--- src/rtl/sipo.sv ---
// Serial-in parallel-out deserializer: assembles WIDTH-bit words from an
// enabled serial stream, MSB- or LSB-first, and presents each finished word
// on a registered valid/ready output with one word of holding storage and a
// sticky overrun flag for words that arrive while the output is still full.
module sipo #(
   parameter int WIDTH = 8
) (
   input  logic             clk,
   input  logic             resetn,
   input  logic             sipo_in,
   input  logic             sipo_en,
   input  logic             LSB,
   input  logic             sync,
   input  logic             out_ready,
   input  logic             overrun_clr,
   output logic [WIDTH-1:0] sipo_out,
   output logic             out_valid,
   output logic             overrun
);

   localparam int CW = (WIDTH > 2) ? $clog2(WIDTH) : 1;
   localparam logic [CW-1:0] LAST = CW'(WIDTH - 1);

   logic [WIDTH-1:0] sr;
   logic [CW-1:0]    cnt;
   logic             ord;

   logic [WIDTH-1:0] shift_base;
   logic [WIDTH-1:0] sr_next;
   logic             first_bit;
   logic             ord_next;
   logic             word_done;
   logic             out_free;

   // Work out the shifted value, effective bit order and completion for this
   // cycle; a sync bit starts from an empty register so no partial survives.
   always_comb begin
      shift_base = sr;
      first_bit  = 1'b0;
      ord_next   = ord;
      sr_next    = sr;
      word_done  = 1'b0;
      out_free   = !out_valid || out_ready;
      if (sync) begin
         shift_base = '0;
      end
      first_bit = sync || (cnt == '0);
      if (first_bit) begin
         ord_next = LSB;
      end
      if (ord_next) begin
         sr_next = {sipo_in, shift_base[WIDTH-1:1]};
      end else begin
         sr_next = {shift_base[WIDTH-2:0], sipo_in};
      end
      word_done = sipo_en && !sync && (cnt == LAST);
   end

   // Shift register, bit counter and latched order; idle cycles hold them,
   // and a bare sync rewinds the counter so the next enabled bit is bit 0.
   always_ff @(posedge clk or negedge resetn) begin
      if (!resetn) begin
         sr  <= '0;
         cnt <= '0;
         ord <= 1'b0;
      end else if (sipo_en) begin
         sr  <= sr_next;
         ord <= ord_next;
         if (sync) begin
            cnt <= CW'(1);
         end else if (cnt == LAST) begin
            cnt <= '0;
         end else begin
            cnt <= cnt + CW'(1);
         end
      end else if (sync) begin
         cnt <= '0;
      end
   end

   // Output holding register: load a finished word when the slot is free
   // (including the same-edge handoff), otherwise drop it and flag overrun;
   // set beats clear when both happen together.
   always_ff @(posedge clk or negedge resetn) begin
      if (!resetn) begin
         sipo_out  <= '0;
         out_valid <= 1'b0;
         overrun   <= 1'b0;
      end else begin
         if (word_done && out_free) begin
            sipo_out  <= sr_next;
            out_valid <= 1'b1;
         end else if (out_valid && out_ready) begin
            out_valid <= 1'b0;
         end
         if (word_done && !out_free) begin
            overrun <= 1'b1;
         end else if (overrun_clr) begin
            overrun <= 1'b0;
         end
      end
   end

endmodule

--- config.mk ---
export PLATFORM = sky130hd
export DESIGN_NAME = sipo
export DESIGN_NICKNAME = d
export VERILOG_FILES = /design/src/rtl/sipo.sv
export SDC_FILE = /design/constraint.sdc
export NUM_CORES = 1
export LEC_CHECK = 0
export CAP_MARGIN = 20
export CORE_MARGIN = 2
export CORE_UTILIZATION = 47
export DETAILED_ROUTE_END_ITERATION = 10
export PLACE_DENSITY = 0.79
export SLEW_MARGIN = 10
export SYNTH_ARGS = -nofsm -noshare
export SYNTH_HDL_FRONTEND = slang
export SYNTH_SLANG_ARGS = --single-unit
--- constraint.sdc ---
create_clock -name clk -period 1.4 [get_ports clk]
set_clock_uncertainty 0.05 [all_clocks]
set_input_delay 0.21 -clock clk [delete_from_list [all_inputs] [get_ports clk]]
set_output_delay 0.21 -clock clk [all_outputs]
set_load 0.03 [all_outputs]
==> impl_metrics.py <==
metrics = {
    "run_status": {
        "status": "complete, but fails checks",
        "failed_checks": "setup timing",
    },
    "sta": {
        "hold_viol": 0,
        "slew_headroom": 0.777,
        "period_needed_ns": 1.54,
        "fin_setup_tns_ns": -1.80,
        "max_freq_mhz": 649,
        "post-route-period-util": 1.10,
        "rsz0062_at_grt": "true",
        "layout_setup_ws_ns": -0.140,
        "finalMaxSlewViolations": 0,
        "finalSetupViolations": 16,
        "tightest_slew_ns": 0.334,
    },
    "synth": {
        "yosys-top-cells-area": "dfrtp_1 (46%), mux2i_1 (12%), a21oi_1 (6.7%)",
        "yosysSeqAreaShare": 0.463,
        "synth-main-ff-cell": "dfrtp_1",
        "synth.distinct_cells": 28,
        "synth_seq_cells": 22,
        "synth_edf_count": 0,
        "syn_avg_cell_area_sq_um": 10.3,
        "ys_warn_count": 0,
        "synth_top_area_frac": 0.463,
        "syn_nets": 126,
        "synth_cells": 115,
        "syn_area_sq_um": 1190,
        "synth_most_common_cell": "dfrtp_1",
        "synth_largest_area_cell": "dfrtp_1",
        "ys_async_sr_fraction": 1.00,
        "synth_common_cells": "dfrtp_1 (22), nor2_1 (19), a21oi_1 (16)",
    },
    "setup_path": {
        "path_class": "flop to flop",
        "crit_start": "cnt[1]",
        "crit_path_end_kind": "flop",
        "crit_fanout": 6,
        "crit_path_max_incr_delay_ns": 0.44,
        "reg2reg_setup_slack_ns": -0.14,
        "cp_data_required_time_ns": 1.60,
        "cp_slowest_cell": "dfrtp_1",
        "worst_ep_arrival_time_ns": 1.74,
        "crit_path_cell_trace": "inv_2 > ha_4 > and2b_2 > buf_6 > nand2_4 > o22a_1 > a21oi_1",
        "startpoint_type": "flop",
        "r2r-start": "cnt[1]",
    },
    "hold_path": {
        "holdCritPathClass": "input pin to async pin",
    },
    "floorplanning": {
        "core_area_sq_um": 2430,
        "io_pins": 18,
        "dieHeight_um": 54.3,
        "fp.dieW_um": 54.3,
        "std_cell_rows": 18,
        "start_util": 0.489,
        "die_area_sq_um": 2950,
    },
    "clocking": {
        "cts_htree_levels": 1,
        "clk_latency_ns": 0.31,
        "cts.clk_slew.worst_paths_ns": 0.13,
        "cts_buffer_depth": 2,
        "cts-root-buf": "clkbuf_4",
        "cts_inserted_buffers": 3,
        "cts_tree": "done",
        "clock_sinks": 22,
    },
    "drt": {
        "via_per_inst": 5.60,
        "antenna_left": 0,
        "wirelength_mm": 2.88,
        "vias": 991,
        "drt_iter0_drc": 20,
        "wire_per_inst_um": 16.3,
        "route.detailed.drc": 0,
        "firstDrtPassIters": 4,
    },
    "power": {
        "p_leak_nw": 0.766,
        "p_per_area_nw_per_um2": 991,
        "peakVddDrop_v": 0.000715,
        "total_power_mw": 1.63,
    },
    "finish": {
        "final_net_count": 159,
        "regArea_sq_um": 551,
        "syn_to_final_growth_pct": 38.2,
        "multi_input_area_sq_um": 696,
        "design_area_sq_um": 1640,
        "antenna_cells": 0,
        "drive_above_1_share": 0.381,
        "fillers": 185,
    },
    "global_route": {
        "grt_overflow": 0,
        "antenna_found_initial": 0,
        "grt_pass1_vias": 938,
        "grt_start_max_net_pins": 23,
        "grt_pass1_wl_mm": 4.32,
        "grt_usage": 0.210,
    },
    "place": {
        "gp_congestion": 0.799,
        "numPortBuffers": 17,
        "dp_hpwl_mm": 1.77,
        "placed_cell_area_sq_um": 1480,
    },
    "flow_run": {
        "max-cap-violations": 0,
    },
}
[path summary, 6_finish.rpt]
path,cells after the start,endpoint
worst max-delay path,7,sipo_out[1]
worst min-delay path,2,sipo_out[0]
worst max register to register,7,sipo_out[1]
worst min register to register,2,sipo_out[4]
max in group asynchronous,2,cnt[2]
min in group clk,2,overrun
[layout by cell type, fill, tap and decap left out, types with 3 or more instances in the layout]
cell type,n
a21oi_1,8
a21oi_2,8
buf_4,15
buf_6,3
clkbuf_4,3
clkdlybuf4s15_1,3
clkdlybuf4s50_1,7
dfrtp_1,22
dlygate4sd2_1,5
ha_4,3
inv_1,4
mux2i_1,14
nor2_1,13
nor2_2,6
o22a_1,6
[per-stage QoR]
step	utilization	hold WS [ns]	instances	setup slack, ns
floorplan	-	-0.136	115	-0.0238
global placement	0.608	0.467	169	-0.231
detailed placement	0.608	0.468	169	-0.246
CTS	0.652	0.181	176	-0.108
global route	0.675	0.179	177	-0.243
finish	0.675	0.174	177	-0.140
[routing by layer]
metal / GRT usage / vias to the layer above / share of wire / wire [um]
li1: - / 468 / - / -
met2: 0.331 / 20 / 0.50 / 1440
met3: 0.0164 / 4 / 0.015 / 44
met5: 0 / - / 0 / 0
met4: 0.100 / 0 / 0.016 / 46
met1: 0.294 / 499 / 0.47 / 1350
[cell families (layout without fill, tap and decap cells)]
family,Yosys count,after routing,share of synthesized area
compound gates,31,31,0.182
simple gates,31,31,0.122
flops,22,22,0.463
mux,15,15,0.127
buf+inv,13,45,0.0737
fa+ha+maj,3,3,0.0316
[registers in the layout, indices dropped and copies added, names as in the netlist]
signal and flops:
out_valid 1, overrun 1, sr 8, cnt 3
sipo_out 8, ord 1
[worst max-delay path, delay by kind of cell, from the launching register on]
family          cells  cell delay [ns]
compound gates      2             0.42
simple gates        2             0.23
flops               1             0.44
buf+inv             2             0.18
fa+ha+maj           1             0.15
[what timing repair did]
action,in CTS,in global routing
endpoints found under the hold margin,0,0
pin swaps,22,7
cloned,1,0
hold buffers,0,0
gates resized for setup,26,23
setup buffers,2,1
setup endpoints to repair,27,23
[power breakdown]
part           total (mW)  internal (mW)  switching (mW)  leakage [nW]
logic               0.504          0.242           0.262         0.460
clock network       0.363          0.159           0.204        0.0210
registers           0.762          0.696          0.0662         0.285
total                1.63           1.10           0.532         0.766
[final cells by class]
cell class,count,share of cell area
Multi-Input combinational cell,80,0.423
Inverter,6,0.0137
Timing Repair Buffer,35,0.183
Sequential cell,22,0.335
Clock buffer,4,0.0221
Tap cell,30,0.0228
Note: power is estimated with default switching activity, not from simulation.
